[src/rtl/multi_cycle_control_pkg.sv]
// multi_cycle_control_pkg: opcodes, ALU op codes, FSM states and the control-word layout
package multi_cycle_control_pkg;
  localparam logic [5:0] OP_RTYPE = 6'b000000;
  localparam logic [5:0] OP_LW    = 6'b100011;
  localparam logic [5:0] OP_SW    = 6'b101011;
  localparam logic [5:0] OP_BEQ   = 6'b000100;
  localparam logic [5:0] OP_J     = 6'b000010;
  localparam logic [5:0] OP_ADDI  = 6'b001000;
  localparam logic [1:0] ALU_ADD   = 2'b00;
  localparam logic [1:0] ALU_SUB   = 2'b01;
  localparam logic [1:0] ALU_FUNCT = 2'b10;
  typedef enum logic [3:0] {
    S_IDLE, S_FETCH, S_DECODE, S_MEM_ADDR, S_MEM_READ, S_MEM_WB, S_MEM_WRITE,
    S_R_EXEC, S_R_WB, S_ADDI_EXEC, S_ADDI_WB, S_BRANCH, S_JUMP
  } state_t;
  typedef struct packed {
    logic       pc_write;
    logic       pc_write_cond;
    logic       iord;
    logic       mem_read;
    logic       mem_write;
    logic       ir_write;
    logic       mem_to_reg;
    logic       reg_dst;
    logic       reg_write;
    logic       alu_src_a;
    logic [1:0] alu_src_b;
    logic [1:0] alu_op;
    logic [1:0] pc_source;
  } ctrl_t;
endpackage

[src/rtl/multi_cycle_control_decode.sv]
// multi_cycle_control_decode: combinational state -> control-word table
module multi_cycle_control_decode
  import multi_cycle_control_pkg::*;
(
  input  state_t state,
  output ctrl_t  ctrl
);
  always_comb begin
    ctrl = '0;
    case (state)
      S_FETCH: begin
        ctrl.mem_read  = 1'b1;
        ctrl.ir_write  = 1'b1;
        ctrl.pc_write  = 1'b1;
        ctrl.alu_src_b = 2'b01;
        ctrl.alu_op    = ALU_ADD;
      end
      S_DECODE: ctrl.alu_src_b = 2'b11;
      S_MEM_ADDR, S_ADDI_EXEC: begin
        ctrl.alu_src_a = 1'b1;
        ctrl.alu_src_b = 2'b10;
      end
      S_MEM_READ: begin
        ctrl.mem_read = 1'b1;
        ctrl.iord     = 1'b1;
      end
      S_MEM_WB: begin
        ctrl.reg_write  = 1'b1;
        ctrl.mem_to_reg = 1'b1;
      end
      S_MEM_WRITE: begin
        ctrl.mem_write = 1'b1;
        ctrl.iord      = 1'b1;
      end
      S_R_EXEC: begin
        ctrl.alu_src_a = 1'b1;
        ctrl.alu_op    = ALU_FUNCT;
      end
      S_R_WB: begin
        ctrl.reg_write = 1'b1;
        ctrl.reg_dst   = 1'b1;
      end
      S_ADDI_WB: ctrl.reg_write = 1'b1;
      S_BRANCH: begin
        ctrl.alu_src_a     = 1'b1;
        ctrl.alu_op        = ALU_SUB;
        ctrl.pc_write_cond = 1'b1;
        ctrl.pc_source     = 2'b01;
      end
      S_JUMP: begin
        ctrl.pc_write  = 1'b1;
        ctrl.pc_source = 2'b10;
      end
      default: ctrl = '0;
    endcase
  end
endmodule

[src/rtl/multi_cycle_control.sv]
// multi_cycle_control: multi-cycle MIPS main controller FSM with retired-instruction counter
module multi_cycle_control
  import multi_cycle_control_pkg::*;
#(
  parameter int INSTRET_WIDTH = 32
) (
  input  logic                     clk,
  input  logic                     rst,
  input  logic [5:0]               opcode,
  input  logic                     memReady,
  output logic                     pcWrite,
  output logic                     pcWriteCond,
  output logic                     iorD,
  output logic                     memRead,
  output logic                     memWrite,
  output logic                     irWrite,
  output logic                     memToReg,
  output logic                     regDst,
  output logic                     regWrite,
  output logic                     aluSrcA,
  output logic [1:0]               aluSrcB,
  output logic [1:0]               aluOp,
  output logic [1:0]               pcSource,
  output logic                     illegalOp,
  output logic [INSTRET_WIDTH-1:0] instret
);
  state_t state, next;
  ctrl_t  ctrl;
  logic   retire;
  multi_cycle_control_decode u_decode (.state(state), .ctrl(ctrl));
  always_ff @(posedge clk or posedge rst)
    if (rst) begin
      state   <= S_IDLE;
      instret <= '0;
    end else begin
      state <= next;
      if (retire) instret <= instret + INSTRET_WIDTH'(1);
    end
  always_comb begin
    next      = S_FETCH;
    retire    = 1'b0;
    illegalOp = 1'b0;
    case (state)
      S_IDLE:      next = S_FETCH;
      S_FETCH:     next = memReady ? S_DECODE : S_FETCH;
      S_DECODE: begin
        case (opcode)
          OP_RTYPE:     next = S_R_EXEC;
          OP_LW, OP_SW: next = S_MEM_ADDR;
          OP_BEQ:       next = S_BRANCH;
          OP_J:         next = S_JUMP;
          OP_ADDI:      next = S_ADDI_EXEC;
          default:      illegalOp = 1'b1;
        endcase
      end
      S_MEM_ADDR:  next = (opcode == OP_LW) ? S_MEM_READ : S_MEM_WRITE;
      S_MEM_READ:  next = memReady ? S_MEM_WB : S_MEM_READ;
      S_MEM_WRITE: begin
        next   = memReady ? S_FETCH : S_MEM_WRITE;
        retire = memReady;
      end
      S_R_EXEC:    next = S_R_WB;
      S_ADDI_EXEC: next = S_ADDI_WB;
      S_MEM_WB, S_R_WB, S_ADDI_WB, S_BRANCH, S_JUMP: retire = 1'b1;
      default:     next = S_FETCH;
    endcase
  end
  // FETCH's writes only land in the cycle memory actually returns the instruction
  assign pcWrite     = ctrl.pc_write & (state != S_FETCH || memReady);
  assign irWrite     = ctrl.ir_write & memReady;
  assign pcWriteCond = ctrl.pc_write_cond;
  assign iorD        = ctrl.iord;
  assign memRead     = ctrl.mem_read;
  assign memWrite    = ctrl.mem_write;
  assign memToReg    = ctrl.mem_to_reg;
  assign regDst      = ctrl.reg_dst;
  assign regWrite    = ctrl.reg_write;
  assign aluSrcA     = ctrl.alu_src_a;
  assign aluSrcB     = ctrl.alu_src_b;
  assign aluOp       = ctrl.alu_op;
  assign pcSource    = ctrl.pc_source;
endmodule
[config.mk]
export PLATFORM = sky130hd
export DESIGN_NAME = multi_cycle_control
export DESIGN_NICKNAME = d
export VERILOG_FILES = /design/src/rtl/multi_cycle_control_pkg.sv /design/src/rtl/multi_cycle_control_decode.sv /design/src/rtl/multi_cycle_control.sv
export SDC_FILE = /design/constraint.sdc
export NUM_CORES = 1
export LEC_CHECK = 0
export BUFFER_PORTS_ARGS = -buffer_cell sky130_fd_sc_hd__buf_2
export CAP_MARGIN = 10
export CORE_ASPECT_RATIO = 1.1
export CORE_MARGIN = 1.5
export CORE_UTILIZATION = 52
export CTS_BUF_LIST = sky130_fd_sc_hd__clkbuf_4 sky130_fd_sc_hd__clkbuf_8 sky130_fd_sc_hd__clkbuf_16
export DETAILED_ROUTE_END_ITERATION = 8
export GPL_TIMING_DRIVEN = 0
export PLACE_DENSITY = 0.87
export RECOVER_POWER = 25
export SETUP_SLACK_MARGIN = 0.4
export SYNTH_ARGS = -nofsm -noshare
export SYNTH_HDL_FRONTEND = slang
export SYNTH_SLANG_ARGS = --single-unit
[constraint.sdc]
create_clock -name clk -period 2 [get_ports clk]
set_clock_uncertainty 0.05 [all_clocks]
set_input_delay 0.3 -clock clk [delete_from_list [all_inputs] [get_ports clk]]
set_output_delay 0.3 -clock clk [all_outputs]
set_load 0.01 [all_outputs]
==> results_dict.tcl <==
set metrics [dict create \
    drv_cap 0 \
    drc 0 \
    syn_inst 216 \
    ys_top_cells_by_area "dfrtp_1, xnor2_1, xor2_1" \
    slew_headroom 0.5255 \
    grt_pass1_vias 2141 \
    via_count 2476 \
    cts-root-buf "clkbuf_8" \
    cts_tree "built" \
    cellLeakagePower_nw 1.564 \
    syn_area_mm2 0.002046 \
    final_common_cell "buf_2" \
    grt_overflow 0 \
    timing.final.ws_setup_ns -0.08786 \
    clock_latency_ns 0.30 \
    initial_core_util 0.5511 \
    die_width_um 62.81 \
    end_kind "flip-flop" \
    crit_chain "ha_4 -> nand2_2 -> or3_4 -> o32a_4 -> buf_8 -> nor3b_2 -> xor2_1" \
    cts.htree.levels 2 \
    grt_usage 0.3322 \
    dp_slack_ns 0.02069 \
    tightest_slew_ns 0.7109 \
    antennaDiodeCount 0 \
    setup_viol 12 \
    rsz0062_at_grt "yes" \
    ios 58 \
    synth-seq-cells 36 \
    antenna_found_initial 0 \
    path_class "reg -> reg" \
    syn_nets 226 \
    mostFrequentLayoutCells "buf_2, dfrtp_1, buf_4, nand2_1" \
    cts_made_buffers 5 \
    grt_max_degree 22 \
    yosysWarnings 0 \
    p_int_w 0.002215 \
    die_h_um 68.79 \
    port_buffers 57 \
    min_path_type "in -> async" \
    path_buf_inv 1 \
    slowest_delay_ns 0.41 \
    async_flop_share 1.000 \
    finalSetupTns_ns -0.5912 \
    cts.clk_slew.worst_paths_ns 0.08 \
    hold_buffers 0 \
    avgViaCountPerCell 6.674 \
    start_kind "flip-flop" \
    power.density_mw_per_mm2 1104 \
    ir_drop_v 0.0009829 \
    violations "negative setup slack" \
    hold_viol 0 \
    synth_edf_count 0 \
    cts_buffer_depth 2 \
    synthFlopType "dfrtp_1" \
    p_clk_frac 0.152 \
    num_rows 23 \
    yosysTopAreaCellShare 0.4404 \
    fmax_mhz 479.0 \
    crit_arrival_ns 2.27 \
    combPwrFrac 0.604 \
    fin_crit_ns 2.088 \
    swShare 0.4141 \
    cp_slowest_cell "dfrtp_1" \
    seqPwrFrac 0.244 \
    fin_nets 330 \
    whs_ns 0.06007 \
    cp_top_family "simple AND/OR/NAND/NOR gates" \
    power_switching_w 0.001566 \
    drtAntennaViolNets 0 \
    maxSlewViolCount 0 \
    dr.pass1.iters 6 \
    core_mm2 0.003712 \
    synth_cell_types 45 \
    path_max_fanout 5 \
    fillers 137 \
    place_hpwl_um 3543 \
    final_layout_size_suffix_gt1_frac 0.5670 \
    postSynthAreaPerCell_um2 9.471 \
    cp.required_ns 2.18 \
    wl_per_cell_um 26.01 \
    fin_crit_sh 1.044 \
    die_area_mm2 0.004320 \
    synth_top_area_cell "dfrtp_1" \
    first_iter_violations 403 \
    ys_seq_area_frac 0.4404 \
    grt_pass1_wl_um 10790 \
    area_growth_pct 67.40 \
    routed_wl_um 9649 \
    place.gp.congestion 0.8500 \
    clock-sinks 36 \
    status "finished, violations left" \
]
final timing paths:
path	from	endpoint	slack, ns	depth (start not counted)
hold reg to reg	instret[19]$_DFFE_PP0P_	instret[19]$_DFFE_PP0P_	0.46	1
min in group clk	memReady	state[1]$_DFF_PP0_	0.39	3
max in group asynchronous	rst	instret[0]$_DFFE_PP0P_	1.29	3
hold / removal	rst	instret[22]$_DFFE_PP0P_	0.06	2
setup / recovery	instret[1]$_DFFE_PP0P_	instret[22]$_DFFE_PP0P_	-0.09	7
setup reg to reg	instret[1]$_DFFE_PP0P_	instret[22]$_DFFE_PP0P_	-0.09	7
layout make-up:
type | instances | area [um2] | share of cell area
clock buffers | 7 | 90.09 | 0.02631
flip-flops and latches | 36 | 905.9 | 0.2645
inverters | 3 | 11.26 | 0.003288
clock inverters | 1 | 7.507 | 0.002192
repair buffers | 97 | 694.4 | 0.2028
multi-input cells | 167 | 1528 | 0.4461
well taps | 50 | 62.56 | 0.01827
plain buffers | 10 | 125.1 | 0.03654
cell usage after synthesis (5+ instances only):
| master | instances |
|---|---|
| a21oi_1 | 6 |
| clkbuf_1 | 5 |
| dfrtp_1 | 36 |
| nand2_1 | 21 |
| nand3_1 | 12 |
| nand4_1 | 13 |
| nor2_1 | 18 |
| nor3_1 | 12 |
| nor3_2 | 5 |
| xnor2_1 | 19 |
| xor2_1 | 15 |
flip-flops by register name, summed over array words and instances (netlist names):
signal,cells
instret,32
state,4
power by group through the flow:
stage          Clock (W)  Combinational [W]  Sequential, W
2_1_floorplan          0           0.000618       0.000929
6_report        0.000574            0.00228       0.000924
3_5_place_dp           0           0.000931       0.000930
3_3_place_gp           0           0.000902       0.000922
5_1_grt         0.000596            0.00236       0.000932
4_1_cts         0.000573            0.00161       0.000898
repair_timing:
action                                  CTS  global route
pin swaps                                33            21
hold endpoints to repair                  0             0
buffers inserted                         26            11
cloned                                    2             0
endpoints found under the setup margin   48            51
gates resized for setup                  61            55
cells by family after synthesis:
family | count (synthesis) | share of synthesized area
xor gates and xnor gates | 34 | 0.1456
and+or+nand+nor | 110 | 0.3028
muxes | 1 | 0.005504
adders and majority gates | 1 | 0.006115
buffers and inverters | 13 | 0.03180
AOI/OAI and AO/OA | 21 | 0.06789
DFF | 36 | 0.4404
routing by layer:
metal,up-vias,routed length [um],GRT usage
met5,-,0,0
met2,247,4685,0.6075
met1,1165,3257,0.3633
met4,0,770,0.2056
met3,86,935,0.06818
li1,978,-,-
stage by stage:
stage / utilization / total power, W / cell area, um2 / std cells
4_1_cts: 0.8311 / 0.003083 / 3085 / 360
2_1_floorplan: - / 0.001547 / 2076 / 216
5_1_grt: 0.9225 / 0.003889 / 3425 / 371
3_5_place_dp: 0.6603 / 0.001860 / 2451 / 324
3_3_place_gp: 0.6528 / 0.001824 / 2424 / 323
6_report: 0.9225 / 0.003781 / 3425 / 371
No activity file was read; power rests on OpenSTA's default activity.
